--- src/rtl/uart_hex_echo_pkg.sv ---
// Shared constants, FSM state encoding and the nibble-to-ASCII helper for
// the hex echo block.
package uart_hex_echo_pkg;

  localparam logic [7:0] ASCII_CR = 8'h0D;
  localparam logic [7:0] ASCII_LF = 8'h0A;
  localparam logic [7:0] ASCII_0  = 8'h30;
  localparam logic [7:0] ASCII_A  = 8'h41;

  typedef enum logic [1:0] {
    ST_IDLE      = 2'd0,
    ST_SEND      = 2'd1,
    ST_WAIT_ACK  = 2'd2,
    ST_WAIT_DONE = 2'd3
  } echo_state_t;

  // Uppercase hex digit for one nibble.
  function automatic logic [7:0] hex_char(input logic [3:0] n);
    if (n < 4'd10) return ASCII_0 + {4'h0, n};
    else           return ASCII_A + {4'h0, n} - 8'd10;
  endfunction

endpackage

--- src/rtl/uart_byte_fifo.sv ---
// Byte FIFO between the UART receiver and the echo FSM.
// Registered storage, show-ahead read data (o_rdata is the head entry).
// Ports:
//   i_clk, i_reset (async, active low)
//   i_wr/i_wdata : push request; ignored when full unless a pop happens
//                  on the same edge
//   i_rd         : pop request; ignored when empty
//   o_rdata      : head entry, o_full/o_empty flags, o_count occupancy
module uart_byte_fifo #(
  parameter int DEPTH = 4
) (
  input  logic                     i_clk,
  input  logic                     i_reset,
  input  logic                     i_wr,
  input  logic [7:0]               i_wdata,
  input  logic                     i_rd,
  output logic [7:0]               o_rdata,
  output logic                     o_full,
  output logic                     o_empty,
  output logic [$clog2(DEPTH):0]   o_count
);

  localparam int AW = $clog2(DEPTH);

  logic [7:0]    mem [DEPTH];
  logic [AW-1:0] wr_ptr, rd_ptr;
  logic [AW:0]   count;
  logic          wr_en, rd_en;

  assign o_full  = (count == (AW+1)'(DEPTH));
  assign o_empty = (count == '0);
  assign o_count = count;
  assign o_rdata = mem[rd_ptr];

  assign rd_en = i_rd & ~o_empty;
  // A pop on the same edge frees the slot, so a full FIFO still accepts.
  assign wr_en = i_wr & (~o_full | rd_en);

  always_ff @(posedge i_clk) begin
    if (wr_en) mem[wr_ptr] <= i_wdata;
  end

  // DEPTH is a power of two, so pointers wrap by natural overflow.
  always_ff @(posedge i_clk or negedge i_reset) begin
    if (!i_reset) begin
      wr_ptr <= '0;
      rd_ptr <= '0;
      count  <= '0;
    end else begin
      if (wr_en) wr_ptr <= wr_ptr + AW'(1);
      if (rd_en) rd_ptr <= rd_ptr + AW'(1);
      case ({wr_en, rd_en})
        2'b10:   count <= count + (AW+1)'(1);
        2'b01:   count <= count - (AW+1)'(1);
        default: count <= count;
      endcase
    end
  end

endmodule

--- src/rtl/uart_hex_echo.sv ---
// Buffers received UART bytes and echoes each as two uppercase hex chars,
// optionally followed by CR LF, through the UART transmitter.
// Ports:
//   i_clk, i_reset (async, active low)
//   i_rx_dv/i_rx_data : receiver byte strobe and data
//   i_tx_busy         : transmitter busy
//   o_tx_dr/o_tx_data : one-cycle transmit strobe and held char
//   o_busy            : FSM active or FIFO non-empty
//   o_overflow        : sticky, a byte was dropped on a full FIFO
//   o_fifo_count      : FIFO occupancy
module uart_hex_echo
  import uart_hex_echo_pkg::*;
#(
  parameter int FIFO_DEPTH  = 4,
  parameter int APPEND_CRLF = 1
) (
  input  logic                          i_clk,
  input  logic                          i_reset,
  input  logic                          i_rx_dv,
  input  logic [7:0]                    i_rx_data,
  input  logic                          i_tx_busy,
  output logic                          o_tx_dr,
  output logic [7:0]                    o_tx_data,
  output logic                          o_busy,
  output logic                          o_overflow,
  output logic [$clog2(FIFO_DEPTH):0]   o_fifo_count
);

  localparam int         CW       = $clog2(FIFO_DEPTH) + 1;
  localparam logic [1:0] LAST_IDX = (APPEND_CRLF != 0) ? 2'd3 : 2'd1;

  echo_state_t state_q, state_d;
  logic [1:0]  idx_q, idx_d;
  logic [7:0]  byte_q, byte_d;
  logic [7:0]  tx_data_q, tx_data_d;
  logic        tx_dr_q, tx_dr_d;
  logic        ovf_q, ovf_d;

  logic          fifo_full, fifo_empty, pop;
  logic [7:0]    fifo_rdata;
  logic [CW-1:0] fifo_count;
  logic [7:0]    cur_char;

  uart_byte_fifo #(.DEPTH(FIFO_DEPTH)) u_fifo (
    .i_clk   (i_clk),
    .i_reset (i_reset),
    .i_wr    (i_rx_dv),
    .i_wdata (i_rx_data),
    .i_rd    (pop),
    .o_rdata (fifo_rdata),
    .o_full  (fifo_full),
    .o_empty (fifo_empty),
    .o_count (fifo_count)
  );

  assign pop = (state_q == ST_IDLE) & ~fifo_empty;

  always_comb begin
    case (idx_q)
      2'd0:    cur_char = hex_char(byte_q[7:4]);
      2'd1:    cur_char = hex_char(byte_q[3:0]);
      2'd2:    cur_char = ASCII_CR;
      default: cur_char = ASCII_LF;
    endcase
  end

  always_comb begin
    state_d   = state_q;
    idx_d     = idx_q;
    byte_d    = byte_q;
    tx_data_d = tx_data_q;
    tx_dr_d   = 1'b0;
    // Drop only when no pop frees a slot on this edge.
    ovf_d     = ovf_q | (i_rx_dv & fifo_full & ~pop);
    case (state_q)
      ST_IDLE: begin
        if (!fifo_empty) begin
          byte_d  = fifo_rdata;
          idx_d   = 2'd0;
          state_d = ST_SEND;
        end
      end
      ST_SEND: begin
        if (!i_tx_busy) begin
          tx_data_d = cur_char;
          tx_dr_d   = 1'b1;
          state_d   = ST_WAIT_ACK;
        end
      end
      ST_WAIT_ACK: begin
        if (i_tx_busy) state_d = ST_WAIT_DONE;
      end
      ST_WAIT_DONE: begin
        if (!i_tx_busy) begin
          if (idx_q == LAST_IDX) begin
            state_d = ST_IDLE;
          end else begin
            idx_d   = idx_q + 2'd1;
            state_d = ST_SEND;
          end
        end
      end
      default: state_d = ST_IDLE;
    endcase
  end

  always_ff @(posedge i_clk or negedge i_reset) begin
    if (!i_reset) begin
      state_q   <= ST_IDLE;
      idx_q     <= 2'd0;
      byte_q    <= 8'h00;
      tx_data_q <= 8'h00;
      tx_dr_q   <= 1'b0;
      ovf_q     <= 1'b0;
    end else begin
      state_q   <= state_d;
      idx_q     <= idx_d;
      byte_q    <= byte_d;
      tx_data_q <= tx_data_d;
      tx_dr_q   <= tx_dr_d;
      ovf_q     <= ovf_d;
    end
  end

  assign o_tx_dr      = tx_dr_q;
  assign o_tx_data    = tx_data_q;
  assign o_overflow   = ovf_q;
  assign o_fifo_count = fifo_count;
  assign o_busy       = (state_q != ST_IDLE) | (fifo_count != '0);

endmodule

--- config.mk ---
export PLATFORM = sky130hd
export DESIGN_NAME = uart_hex_echo
export DESIGN_NICKNAME = d
export VERILOG_FILES = /design/src/rtl/uart_hex_echo_pkg.sv /design/src/rtl/uart_byte_fifo.sv /design/src/rtl/uart_hex_echo.sv
export SDC_FILE = /design/constraint.sdc
export NUM_CORES = 1
export LEC_CHECK = 0
export CAP_MARGIN = 20
export CORE_MARGIN = 5
export CORE_UTILIZATION = 61
export DETAILED_ROUTE_END_ITERATION = 12
export PLACE_DENSITY = 0.85
export SLEW_MARGIN = 20
export SYNTH_ARGS = -nofsm -noshare
export SYNTH_HDL_FRONTEND = slang
export SYNTH_HIERARCHICAL = 1
export SYNTH_SLANG_ARGS = --single-unit
export TNS_END_PERCENT = 5
--- constraint.sdc ---
create_clock -name i_clk -period 8.5 [get_ports i_clk]
set_clock_uncertainty 0.2 [all_clocks]
set_input_delay 2.125 -clock i_clk [delete_from_list [all_inputs] [get_ports i_clk]]
set_output_delay 2.125 -clock i_clk [all_outputs]
set_load 0.05 [all_outputs]
After elaboration in Yosys (flattened, before gate mapping)
Memory sizes are Yosys's and may differ from the RTL's. A register that Yosys moved wholly into a read port is not among the register bits.
Index checks and enable logic that the tools add are counted.

word-level totals
  memories kept = 1
  bits of input ports = 12
  memory bits (writable) = 32
  bits in latches = 0
  bits in registers = 21
  memory bits (read-only) = 0

cells by class
  $add $sub $neg = 11
  muxes and demuxes = 18
  divide/modulo/power cells = 0
  bitwise gates (word level) = 12
  $mul = 0
  shift-type cells = 0
  equal/unequal tests = 14
  magnitude comparators = 2
  reduce and logical (&&, ||, !) cells = 12

memories
  name        words  bits a word  read ports  clocked after memory_dff  write ports  line                  source
  u_fifo.mem  4      8            1           1                         1            uart_byte_fifo.sv:25  logic [7:0] mem [DEPTH];

operator list
  kind                   count
  $pmux W8 S3            1
  $add A7 B4 Y8 const A  2
  $mux W8                2
  $sub A8 B4 Y8 const B  2
  $add A6 B4 Y7 const A  2
  $mux W2                7
  $eq A2 B2 Y1 const B   5
  $ne A2 B2 Y1 const B   5
  $lt A4 B4 Y1 const B   2
  $pmux W2 S4            1
  $reduce_and A4 Y1      2
  $add A2 B1 Y2 const B  3
  $eq A2 B1 Y1 const B   3
  $pmux W3 S2            1
  $reduce_bool A2 Y1     3
  $and A1 B1 Y1          5
  $mux W1                5
  $logic_not A2 Y1       2
  $not A1 Y1             4
  $pmux W2 S2            1
  $reduce_and A2 Y1      2
  $add A3 B1 Y3 const B  1
  $eq A3 B3 Y1 const B   1
  $logic_not A3 Y1       1
  4 further kinds        6

Longest topological paths before layout
  depth in word-level cells = 8
  mapped depth = 11

Modules after synthesis
The synthesis kept the hierarchy.

by module, submodules not included
  module          times used  area an instance (sq um)  cells an instance
  uart_byte_fifo  1           1677.9                    96
  uart_hex_echo   1           1237.4                    128

Worst setup path before layout
No wires, ideal clock.

  path type = reg2out
  from = reg u_fifo.count[1], in the netlist u_fifo/o_count[1]
  to = out o_busy
  setup slack = 4.664 ns
  arrival time = 1.511 ns
  data required time = 6.175 ns
  path buffers = 0
  stages on the path, launching flop included = 2
  cells stage by stage = dfrtp_1 or4b_2

between the ends
  cells in the longest elaborated chain, start to end = 2

ends and longest elaborated chain
  element                 line                  source
  from (decl)             uart_byte_fifo.sv:27  logic [AW:0] count;
  from (signal assigned)  uart_byte_fifo.sv:53  2'b10: count <= count + (AW+1)'(1);
  from (signal assigned)  uart_byte_fifo.sv:54  2'b01: count <= count - (AW+1)'(1);
  from (signal assigned)  uart_byte_fifo.sv:55  default: count <= count;
  $reduce_bool A3 Y1      uart_hex_echo.sv:129  assign o_busy = (state_q != ST_IDLE) | (fifo_count != '0);
  $or A1 B1 Y1            uart_hex_echo.sv:129
  to (decl)               uart_hex_echo.sv:24   output logic o_busy,

No other way between the ends.

Worst setup path after layout
  from = reg state_q[1]
  to = out o_busy

between the ends
  cells in the longest elaborated chain, start to end = 2

ends and longest elaborated chain
  element                 line                  source
  from (decl)             uart_hex_echo.sv:32   echo_state_t state_q, state_d;
  from (signal assigned)  uart_hex_echo.sv:116  state_q <= state_d;
  $reduce_bool A2 Y1      uart_hex_echo.sv:129
  $or A1 B1 Y1            uart_hex_echo.sv:129

No other way between the ends.

==> results.cfg <==
[placed_design]
dp_hpwl_mm = 3.403
placed_area_mm2 = 0.003186
port_buffers = 24
gp_congestion = 0.7946

[grt]
grt_pass1_vias = 1915
track_usage = 0.1839
grt_pass1_wl_mm = 8.680
grt_max_degree = 29
gr-total-overflow = 0
antenna_found_initial = 0

[route]
wl_per_cell_um = 15.45
num_vias = 1779
drc = 0
dr_wl_met3_um = 191
drtIter0Drc = 54
wl_mm = 4.819
top_layer = met4
detail-route-antenna-nets = 0
first_pass_iters = 4
wl_met1_mm = 2.021
met2_length_mm = 2.528
viasPerCell = 5.702

[synthesis]
synth_cell_types = 49
synth-seq-cells = 60
syn_area_mm2 = 0.002915
seq_area_frac_synth = 0.5700
synth_edf_count = 32
synthArstFlopShare = 0.4667
avgSynthCellArea_um2 = 13.01
synth_cells = 224
yosys_warnings = 6
synth_top_flop_cell = edfxtp_1
syn_nets = 252

[finish]
mostFrequentLayoutCell = edfxtp_1
syn2layout_area_growth_pct = 16.65
fin_nets = 281
final_util = 0.7248
drive_above_1_share = 0.1744
n_antenna_cell = 0
nFillCells = 343
layout_common_cells = 32 x edfxtp_1, 28 x dfrtp_1, 24 x clkdlybuf4s50_1, 21 x nand2_1, 19 x inv_1
design_area_mm2 = 0.003401

[sta]
hold_viol_final = 0
fin_setup_tns_ns = 0
fmax_mhz = 210.3
finalCriticalPeriod_ns = 4.756
relSlewSlack = 0.6192
rsz0062_at_grt = no
finalMaxSlewViolations = 0
worstMarginPinSlew_ns = 0.5712
setup_viol = 0
fin_crit_sh = 0.5595

[flow_run]
maxCapViolations = 0

[clock_network]
cts_resized = 0
cts_tree = built
clk-insertion-delay-late_ns = 0.33
cts.sinks = 60
htree_levels = 3
cts_max_path_buffers = 2
numCtsBuffers = 9
postCtsSetupBuffers = 0
root_buffer = clkbuf_8
clk_pin_slew_worst_paths_ns = 0.07
postCtsHoldBufs = 0

[pwr]
max-vdd-ir-drop_uv = 221.2
powerDensity_mw_per_mm2 = 398.9
leakage_nw = 1.357

[setup_path]
cp-start-kind = flip-flop
crit_arrival_ns = 2.43
cp-end-kind = output pin
path_class = reg -> out
crit_required_ns = 6.18
critPathMaxFanout = 5

[min_path]
hold_path.class = reg -> reg

[floorplan]
initial_core_util = 0.6213
die_w_um = 79.13
core_region_area_mm2 = 0.004692
die_height_um = 79.13
num_rows = 25
dieArea_mm2 = 0.006262
ios = 26

[status]
outcome = completed
[registers in the layout (all words and copies together), names as in the netlist]
register and count:
o_tx_data 7, byte_q 8, u_fifo/wr_ptr 2, u_fifo/o_count 3, u_fifo/mem 32, idx_q 2
state_q 2, o_tx_dr 1, u_fifo/rd_ptr 2, o_overflow 1
[cell usage after synthesis (2+ instances only)]
master    number  area [um^2]
a21oi_1        2        10.01
a221oi_1       2        17.52
a22oi_1        4        30.03
and2_2         4        30.03
buf_2          3        15.01
buf_6          2        22.52
dfrtp_1       28        700.7
edfxtp_1      32        960.9
ha_1          15        187.7
inv_1         19        71.32
mux2_2         6        67.56
mux4_2         8        180.2
nand2_1       21        78.83
nand3_1        3        15.01
nor2_1         8        30.03
nor2b_1        6        37.54
nor3_1         2        10.01
o211ai_1       3        22.52
o21ai_0       18        90.09
o21ai_1        2        10.01
o21bai_1       2        15.01
o31ai_1        2        15.01
xnor2_1        5        43.79
xor2_1         2        17.52
[per-layer routing]
metal | up-vias | global-route usage
li1 | 865 | -
met1 | 864 | 0.2099
met2 | 43 | 0.3098
met3 | 7 | 0.06463
met4 | 0 | 0.08419
met5 | - | 0
[final timing paths]
kind                                                 end                           from  slack, ns  cells after the start
setup / recovery                                  o_busy         state_q[1]$_DFFE_PN0P_       3.74                      4
hold / removal                      o_overflow$_DFF_PN0_           o_overflow$_DFF_PN0_       0.27                      1
max in group asynchronous          byte_q[7]$_DFFE_PN0P_                        i_reset       5.85                      2
hold reg to reg                     o_overflow$_DFF_PN0_           o_overflow$_DFF_PN0_       0.27                      1
setup reg to reg           u_fifo/o_count[1]$_DFFE_PN0P_  u_fifo/o_count[0]$_DFFE_PN0P_       5.57                     10
min in group asynchronous       o_tx_data[3]$_DFFE_PN0P_                        i_reset       1.97                      2
[layout make-up]
class / instances / area, um^2 / area share
sequential: 60 / 1662 / 0.4886
inverter: 19 / 71.32 / 0.02097
timing repair buffer: 26 / 255.2 / 0.07506
tap: 54 / 67.56 / 0.01987
multi-input combinational: 137 / 1130 / 0.3322
clock buffer: 9 / 123.9 / 0.03642
clock inverter: 7 / 91.34 / 0.02686
[logic make-up (layout without fill, tap and decap cells)]
| family | Yosys count | in the layout | synth area share |
|---|---|---|---|
| AOI/OAI and AO/OA | 44 | 44 | 0.1051 |
| xor gates and xnor gates | 7 | 7 | 0.02103 |
| adders and majority gates | 16 | 16 | 0.07124 |
| buffers and inverters | 27 | 61 | 0.04249 |
| DFF | 60 | 60 | 0.5700 |
| muxes | 16 | 16 | 0.09356 |
| other | 1 | 1 | 0.001286 |
| and+or+nand+nor | 53 | 53 | 0.09529 |
[through the flow]
step / setup WS [ns] / hold slack [ns] / instances / power (W)
6_report: 3.744 / 0.2708 / 312 / 0.001356
3_5_place_dp: 4.085 / 0.2622 / 296 / 0.001089
3_3_place_gp: 4.119 / 0.2591 / 296 / 0.001065
5_1_grt: 3.606 / 0.3155 / 312 / 0.001464
2_1_floorplan: 4.664 / 0.3016 / 224 / 0.0009445
4_1_cts: 3.707 / 0.2763 / 312 / 0.001369
[critical path, cell delays in order (launching register included)]
cell             delay (ns)
dfrtp_1                0.43
inv_1                  0.12
ha_1                   0.24
or4b_2                 0.59
clkdlybuf4s50_1        0.72
[power breakdown]
group / total (W) / leakage, nW / internal, W / switching (W)
clock: 0.000275 / 0.0989 / 0.000163 / 0.000112
combinational: 0.000584 / 0.625 / 0.000265 / 0.000319
sequential: 0.000498 / 0.633 / 0.000407 / 0.0000914
Note: power is estimated with default switching activity, not from simulation.
